==> src/rtl/muldiv_if.sv <==
// muldiv_if: EX-stage mul/div issue bundle and HI/LO result side.
// master drives operands and issue, slave is the iterative engine.
interface muldiv_if #(
  parameter int WIDTH = 32
);
  logic             start_i;
  logic [1:0]       op_i;
  logic [1:0]       forwardA_i;
  logic [1:0]       forwardB_i;
  logic [WIDTH-1:0] RS_data_i;
  logic [WIDTH-1:0] RT_data_i;
  logic [WIDTH-1:0] EX_MEM_data_i;
  logic [WIDTH-1:0] MEM_WB_data_i;
  logic             flush_i;
  logic             stall_o;
  logic             done_o;
  logic [WIDTH-1:0] hi_o;
  logic [WIDTH-1:0] lo_o;

  modport master (
    output start_i, op_i, forwardA_i, forwardB_i,
    output RS_data_i, RT_data_i,
    output EX_MEM_data_i, MEM_WB_data_i, flush_i,
    input  stall_o, done_o, hi_o, lo_o
  );

  modport slave (
    input  start_i, op_i, forwardA_i, forwardB_i,
    input  RS_data_i, RT_data_i,
    input  EX_MEM_data_i, MEM_WB_data_i, flush_i,
    output stall_o, done_o, hi_o, lo_o
  );
endinterface

==> src/rtl/muldiv_unit.sv <==
// muldiv_unit: bit-serial MULT/MULTU/DIV/DIVU with HI/LO.
// Operands are sign-stripped at issue, signs reapplied in FIX.
module muldiv_unit #(
  parameter int WIDTH = 32
) (
  input logic      clk_i,
  input logic      rst_i,
  muldiv_if.slave  bus
);
  localparam int CW = $clog2(WIDTH);
  localparam int W2 = 2 * WIDTH;

  typedef enum logic [1:0] {
    IDLE, RUN, FIX, DONE
  } state_t;

  state_t           state_q;
  logic [CW-1:0]    cnt_q;
  logic [WIDTH-1:0] a_q, b_q;
  logic [WIDTH-1:0] hi_q, lo_q;
  logic [1:0]       op_q;
  logic             sign_q, sign_r_q, done_q;
  logic [W2-1:0]    p_q;

  logic [WIDTH-1:0] opa, opb, a_abs, b_abs;
  logic             sgn, a_neg, b_neg;

  // forwarding select: 10 EX/MEM, 01 MEM/WB, else register file
  always_comb begin
    unique case (1'b1)
      bus.forwardA_i == 2'b10: opa = bus.EX_MEM_data_i;
      bus.forwardA_i == 2'b01: opa = bus.MEM_WB_data_i;
      default:                 opa = bus.RS_data_i;
    endcase
    unique case (1'b1)
      bus.forwardB_i == 2'b10: opb = bus.EX_MEM_data_i;
      bus.forwardB_i == 2'b01: opb = bus.MEM_WB_data_i;
      default:                 opb = bus.RT_data_i;
    endcase
  end

  assign sgn   = ~bus.op_i[0];
  assign a_neg = sgn & opa[WIDTH-1];
  assign b_neg = sgn & opb[WIDTH-1];
  assign a_abs = a_neg ? -opa : opa;
  assign b_abs = b_neg ? -opb : opb;

  logic [WIDTH:0]   mul_sum;
  logic [W2-1:0]    mul_nxt;
  logic [W2:0]      div_sh;
  logic [WIDTH:0]   div_tr;
  logic [W2-1:0]    div_nxt;

  // one shift-add or one restoring-divide step
  always_comb begin
    mul_sum = {1'b0, p_q[W2-1:WIDTH]};
    if (p_q[0]) mul_sum = mul_sum + {1'b0, a_q};
    mul_nxt = {mul_sum, p_q[WIDTH-1:1]};
    div_sh  = {p_q, 1'b0};
    div_tr  = div_sh[W2:WIDTH] - {1'b0, b_q};
    div_nxt = div_tr[WIDTH] ? div_sh[W2-1:0]
            : {div_tr[WIDTH-1:0], div_sh[WIDTH-1:1], 1'b1};
  end

  logic [W2-1:0]    prod_f;
  logic [WIDTH-1:0] quo_f, rem_f, res_hi, res_lo;
  logic             s_op;

  // sign fix-up and divide-by-zero override
  always_comb begin
    s_op   = ~op_q[0];
    prod_f = (s_op & sign_q) ? -p_q : p_q;
    quo_f  = p_q[WIDTH-1:0];
    rem_f  = p_q[W2-1:WIDTH];
    if (s_op & sign_q)   quo_f = -quo_f;
    if (s_op & sign_r_q) rem_f = -rem_f;
    if (!op_q[1]) begin
      res_hi = prod_f[W2-1:WIDTH];
      res_lo = prod_f[WIDTH-1:0];
    end else if (b_q == '0) begin
      res_hi = a_q;
      res_lo = '1;
    end else begin
      res_hi = rem_f;
      res_lo = quo_f;
    end
  end

  // control FSM, datapath registers and HI/LO commit
  always_ff @(posedge clk_i or negedge rst_i) begin
    if (!rst_i) begin
      state_q  <= IDLE;
      cnt_q    <= '0;
      a_q      <= '0;
      b_q      <= '0;
      op_q     <= '0;
      sign_q   <= 1'b0;
      sign_r_q <= 1'b0;
      p_q      <= '0;
      hi_q     <= '0;
      lo_q     <= '0;
      done_q   <= 1'b0;
    end else begin
      done_q <= 1'b0;
      unique case (state_q)
        IDLE: begin
          if (bus.start_i && !bus.flush_i) begin
            a_q      <= a_abs;
            b_q      <= b_abs;
            op_q     <= bus.op_i;
            sign_q   <= a_neg ^ b_neg;
            sign_r_q <= a_neg;
            cnt_q    <= '0;
            p_q      <= bus.op_i[1] ? {{WIDTH{1'b0}}, a_abs}
                                    : {{WIDTH{1'b0}}, b_abs};
            state_q  <= RUN;
          end
        end
        RUN: begin
          if (bus.flush_i) begin
            state_q <= IDLE;
          end else begin
            p_q   <= op_q[1] ? div_nxt : mul_nxt;
            cnt_q <= cnt_q + 1'b1;
            if (cnt_q == CW'(WIDTH - 1)) state_q <= FIX;
          end
        end
        FIX: begin
          if (bus.flush_i) begin
            state_q <= IDLE;
          end else begin
            hi_q    <= res_hi;
            lo_q    <= res_lo;
            done_q  <= 1'b1;
            state_q <= DONE;
          end
        end
        DONE: state_q <= IDLE;
        default: state_q <= IDLE;
      endcase
    end
  end

  assign bus.stall_o = rst_i & (
    (state_q == IDLE & bus.start_i & ~bus.flush_i) |
    (state_q == RUN) | (state_q == FIX));
  assign bus.done_o = done_q;
  assign bus.hi_o   = hi_q;
  assign bus.lo_o   = lo_q;
endmodule

==> src/flat_wrapper.sv <==
// flat-port wrapper written by rule: the top's interface ports become plain ports
module muldiv_unit_flat 
#(
  parameter int WIDTH = 32
)
  (clk_i, rst_i, bus_start_i, bus_op_i, bus_forwardA_i, bus_forwardB_i, bus_RS_data_i, bus_RT_data_i, bus_EX_MEM_data_i, bus_MEM_WB_data_i, bus_flush_i, bus_stall_o, bus_done_o, bus_hi_o, bus_lo_o);
  muldiv_if #(.WIDTH(WIDTH)) bus_i ();
  input logic clk_i;
  input logic rst_i;
  input wire logic [$bits(bus_i.start_i)-1:0] bus_start_i;
  input wire logic [$bits(bus_i.op_i)-1:0] bus_op_i;
  input wire logic [$bits(bus_i.forwardA_i)-1:0] bus_forwardA_i;
  input wire logic [$bits(bus_i.forwardB_i)-1:0] bus_forwardB_i;
  input wire logic [$bits(bus_i.RS_data_i)-1:0] bus_RS_data_i;
  input wire logic [$bits(bus_i.RT_data_i)-1:0] bus_RT_data_i;
  input wire logic [$bits(bus_i.EX_MEM_data_i)-1:0] bus_EX_MEM_data_i;
  input wire logic [$bits(bus_i.MEM_WB_data_i)-1:0] bus_MEM_WB_data_i;
  input wire logic [$bits(bus_i.flush_i)-1:0] bus_flush_i;
  output wire logic [$bits(bus_i.stall_o)-1:0] bus_stall_o;
  output wire logic [$bits(bus_i.done_o)-1:0] bus_done_o;
  output wire logic [$bits(bus_i.hi_o)-1:0] bus_hi_o;
  output wire logic [$bits(bus_i.lo_o)-1:0] bus_lo_o;
  assign bus_i.start_i = bus_start_i;
  assign bus_i.op_i = bus_op_i;
  assign bus_i.forwardA_i = bus_forwardA_i;
  assign bus_i.forwardB_i = bus_forwardB_i;
  assign bus_i.RS_data_i = bus_RS_data_i;
  assign bus_i.RT_data_i = bus_RT_data_i;
  assign bus_i.EX_MEM_data_i = bus_EX_MEM_data_i;
  assign bus_i.MEM_WB_data_i = bus_MEM_WB_data_i;
  assign bus_i.flush_i = bus_flush_i;
  assign bus_stall_o = bus_i.stall_o;
  assign bus_done_o = bus_i.done_o;
  assign bus_hi_o = bus_i.hi_o;
  assign bus_lo_o = bus_i.lo_o;
  muldiv_unit #(.WIDTH(WIDTH)) u_core (.clk_i(clk_i), .rst_i(rst_i), .bus(bus_i));
endmodule
==> config.mk <==
export PLATFORM = sky130hd
export DESIGN_NAME = muldiv_unit_flat
export DESIGN_NICKNAME = d
export VERILOG_FILES = /design/src/rtl/muldiv_if.sv /design/src/rtl/muldiv_unit.sv /design/src/flat_wrapper.sv
export SDC_FILE = /design/constraint.sdc
export NUM_CORES = 1
export LEC_CHECK = 0
export ABC_AREA = 1
export BUFFER_PORTS_ARGS = -buffer_cell sky130_fd_sc_hd__buf_2
export CELL_PAD_IN_SITES_DETAIL_PLACEMENT = 0
export CELL_PAD_IN_SITES_GLOBAL_PLACEMENT = 2
export CORE_MARGIN = 1
export CORE_UTILIZATION = 35
export CTS_BUF_LIST = sky130_fd_sc_hd__clkbuf_4 sky130_fd_sc_hd__clkbuf_8
export DETAILED_ROUTE_END_ITERATION = 8
export GPL_ROUTABILITY_DRIVEN = 0
export HOLD_SLACK_MARGIN = 0.15
export PLACE_DENSITY_LB_ADDON = 0.1
export SYNTH_ARGS = -nofsm -noshare
export SYNTH_HDL_FRONTEND = slang
export SYNTH_SLANG_ARGS = --single-unit
==> constraint.sdc <==
create_clock -name clk_i -period 5.8 [get_ports clk_i]
set_input_delay 0.58 -clock clk_i [delete_from_list [all_inputs] [get_ports clk_i]]
set_output_delay 0.58 -clock clk_i [all_outputs]
set_load 0.02 [all_outputs]
==> results.md <==
- Crit Path Category: reg2reg
- RSZ-0062 raised after global routing: false
- Share of cells above drive strength 1: 11.2%
- Synth Instances: 3,479
- Data required, critical path: 6.32 ns
- # setup viols final: 0
- CTS sink count: 204
- Ys async rst share: 100%
- CTS H-Tree Depth: 2
- Max Root-Sink Buffers: 3
- Multi-input gate area: 0.0137 sq mm
- Status: completed
- Die X: 245 microns
- WL per Instance: 21.7 microns
- Register Area: 0.00511 sq mm
- Max-cap violations: 0
- Setup Fix Bufs, Post-CTS: 0
- Crit-path most repeated cell: nand2_1
- Top FF cell, synth: dfrtp_1
- # DRC: 0
- Slew @ Worst Pin: 1.20 ns
- Fmax: 261 MHz
- Crit-path max FO: 31
- Post-synthesis sequential area ratio: 24.7%
- Pwr dens: 588 mW/mm^2
- Vias in the first global route: 22,700
- Synthesis-to-layout area growth: 12.3%
- Worst reg2reg setup slack: 1.97 ns
- Lkg Pwr: 11.2 nW
- Family with the most delay on the worst path: simple AND/OR/NAND/NOR gates
- Skew-Pair Late Insertion Delay: 0.63 ns
- Int Pwr: 5.76 mW
- # fillers: 6,521
- WHS Path Cells: 3
- Global-route wire length before repair: 141 mm
- Total congestion overflow: 0
- Cts repair resizes: 0
- Switching pwr: 7.86 mW
- R2r startpoint: u_core.p_q[32]
- Tcrit/Tclk final: 66.0%
- Vias per cell: 5.40
- Crit-path cells: clkinv_1 > fa_1 > o21ai_2 > nand2_1 > nand2_1 > nand2_1 > nand2_1 > nand3_1 > nand2_1 > nand2_1 > nand2_1 > nand2_1 > nand3_1 > nand2_1 > nand2_1
- Clock share of power: 12.2%
- Core Area: 0.0580 sq mm
- Die Ht: 245 microns
- Clock Tree Root: clkbuf_8
- Final ANT Viol Nets: 0
- Worst Hold End: u_core.state_q[0]
- Register share of total power: 24.1%
- Via count: 23,800
- Worst VDD drop: 0.273 mV
- Slew HR: 20.0%
- Cts hold-fix bufs: 1
- Synth Cell Area: 0.0206 sq mm
- Tmin final: 3.83 ns
- DP HPWL: 76.6 mm
- DRT iter0 DRCs: 2,025
- Switching Share: 57.7%
- Synth Area per Inst: 5.93 sq um
- Pre-antenna DRT Iters: 6
- Reg-to-Reg End: u_core.p_q[34]
- Worst hold start: bus_start_i
- Initial antenna violation count: 2
- Worst path slowest cell: nand2_1
- Worst r2r path cells: 15
- Largest net degree at the start of global routing: 119
- Fin Clk Skew: 0.0577 ns
- Hold_ws: 0.268 ns
- Syn_nets: 3,693
- CTS tree: built
- Initial Util: 35.6%
- Hold Crit Class: in2reg
- Max incr delay on CP: 0.87 ns
- Port bufs: 203
- Die area: 0.0600 sq mm
- Number of synthesis warnings: 0
- Number of CTS-inserted buffers: 43
- Post-Route WL: 95.5 mm
- Slew Limit Fails: 0
- Ports: 204
- Clock-pin slew on the worst setup and hold paths: 0.06 ns
- Hold Vio Cnt, Final: 0
- Number of synthesized flops with an enable pin: 0
- Final net count: 3,826
- Tot GR Track Use: 31.3%
- # rows: 88
- Buf/Inv on CP: 1
- #FFs+latches synth: 204
- Critical Path Source Type: register
- Setup TNS: 0 ns
- Logic pwr share: 63.6%
- Count of different cell masters after synthesis: 51
- WP data arrival: 4.34 ns
- Crit end category: register
-- stage by stage --
stage	worst slack (ns)	power (mW)	cells	instance area [sq um]	utilization, %
floorplan	3.14	8.74	3479	20600	-
global placement	1.87	11.8	4331	22300	38.4
detailed placement	1.81	11.8	4331	22300	38.4
CTS	1.97	13.6	4405	23200	39.9
global route	1.45	14.7	4406	23200	39.9
finish	1.97	13.6	4406	23200	39.9
-- per-layer routing --
layer  GRT usage (%)  wire (microns)  vias up
met5               0               0        -
met4            12.4            3890        0
met3            3.64            5250      158
met2            52.7           44900      909
met1            40.7           41400    11200
li1                -               -    11500
-- sequential cells by signal (all words and copies together), names as in the netlist --
signal and cells:
u_core.bus.done_o 1, u_core.op_q 2, u_core.state_q 2, u_core.sign_q 1, u_core.bus.lo_o 32, u_core.bus.hi_o 32
u_core.p_q 64, u_core.cnt_q 5, u_core.b_q 32, u_core.a_q 32, u_core.sign_r_q 1
-- cell usage after synthesis (2+ instances only) --
| cell | number | area, sq um |
|---|---|---|
| nand2_1 | 1120 | 4200 |
| nor3_1 | 31 | 155 |
| nor4_1 | 10 | 62.6 |
| nand3b_1 | 29 | 218 |
| nand4_1 | 27 | 169 |
| a22oi_1 | 2 | 15.0 |
| nand3_1 | 286 | 1430 |
| o211ai_1 | 6 | 45.0 |
| a21o_1 | 7 | 52.6 |
| buf_1 | 9 | 33.8 |
| clkbuf_1 | 104 | 390 |
| nand3_2 | 4 | 40.0 |
| inv_2 | 8 | 30.0 |
| o21a_1 | 9 | 67.6 |
| buf_6 | 3 | 33.8 |
| a31oi_1 | 38 | 238 |
| nor2_4 | 8 | 90.1 |
| o22ai_1 | 12 | 75.1 |
| clkinv_1 | 3 | 11.3 |
| a21oi_1 | 278 | 1390 |
| or2_0 | 12 | 75.1 |
| a21oi_2 | 4 | 35.0 |
| or2_1 | 18 | 113 |
| fa_1 | 2 | 40.0 |
| dfrtp_1 | 204 | 5100 |
| o21ai_0 | 199 | 996 |
| o21bai_1 | 11 | 82.6 |
| and2_1 | 4 | 25.0 |
| or2_2 | 25 | 156 |
| xnor2_1 | 28 | 245 |
| nand2_4 | 9 | 101 |
| nor2_1 | 415 | 1560 |
| buf_2 | 26 | 130 |
| nor2_2 | 10 | 62.6 |
| o21ai_1 | 11 | 55.1 |
| nand2_2 | 18 | 113 |
| inv_1 | 313 | 1170 |
| or2_4 | 6 | 52.6 |
| xor2_1 | 83 | 727 |
| ha_1 | 74 | 926 |
| o21ai_2 | 3 | 26.3 |
-- worst max-delay path by stage --
stage,depth (start not counted),start,slack (ns),endpoint
after floorplan,15,u_core.p_q[0],3.14,u_core.bus.lo_o[26]
after global placement,11,bus_forwardB_i[0],1.87,u_core.p_q[8]
after detailed placement,11,bus_forwardB_i[0],1.81,u_core.p_q[8]
after CTS,15,u_core.p_q[32],1.97,u_core.p_q[59]
after global routing,15,u_core.p_q[32],1.45,u_core.p_q[53]
final,15,u_core.p_q[32],1.97,u_core.p_q[34]
-- worst register-to-register path, delay by kind of cell, from the launching register on --
family | cells | cell delay [ns]
AO/OA/AOI/OAI | 1 | 0.26
adder cells (fa/ha/maj) | 1 | 0.60
AND/OR/NAND/NOR | 12 | 1.97
buffers and inverters | 1 | 0.41
flip-flops | 1 | 0.52
-- power groups by stage --
stage	Combinational, mW	Sequential, mW	Clock, mW
4_1_cts	8.61	3.26	1.70
3_3_place_gp	8.56	3.28	0
2_1_floorplan	5.87	2.87	0
5_1_grt	9.59	3.33	1.76
6_report	8.67	3.29	1.67
3_5_place_dp	8.56	3.29	0
-- logic make-up after synthesis --
group | share of synthesized area (%)
compound gates | 15.1
fa+ha+maj | 4.68
xor+xnor | 4.71
simple gates | 41.9
buf+inv | 8.83
flops | 24.7
-- layout make-up --
type,count,area share (%)
Inverter,325,5.27
Tap cell,765,4.13
Multi-Input combinational cell,2806,59.3
Antenna cell,1,0.0108
Sequential cell,204,22.0
Timing Repair Buffer,232,5.43
Clock inverter,15,0.610
Clock buffer,58,3.23
-- placed cells by master, fill, tap and decap left out, drive strengths merged --
cell type	n
clkinvlp	4
o211ai	6
bufinv	2
o21a	9
a21o	7
clkbuf	58
inv	322
dlygate4sd3	1
nor2	434
or2	61
nand3b	29
nor3	31
o21ai	213
o22a	1
buf	231
nand2	1147
and2	4
nor3b	1
xnor2	28
o31ai	1
dfrtp	204
nor4	10
diode	1
nand3	290
a22oi	2
ha	74
fa	2
a21oi	282
nand4	27
a211oi	1
clkinv	12
o22ai	12
xor2	83
o21bai	11
a21boi	1
a31oi	38
a22o	1
Power figures use the tool's default switching activity.
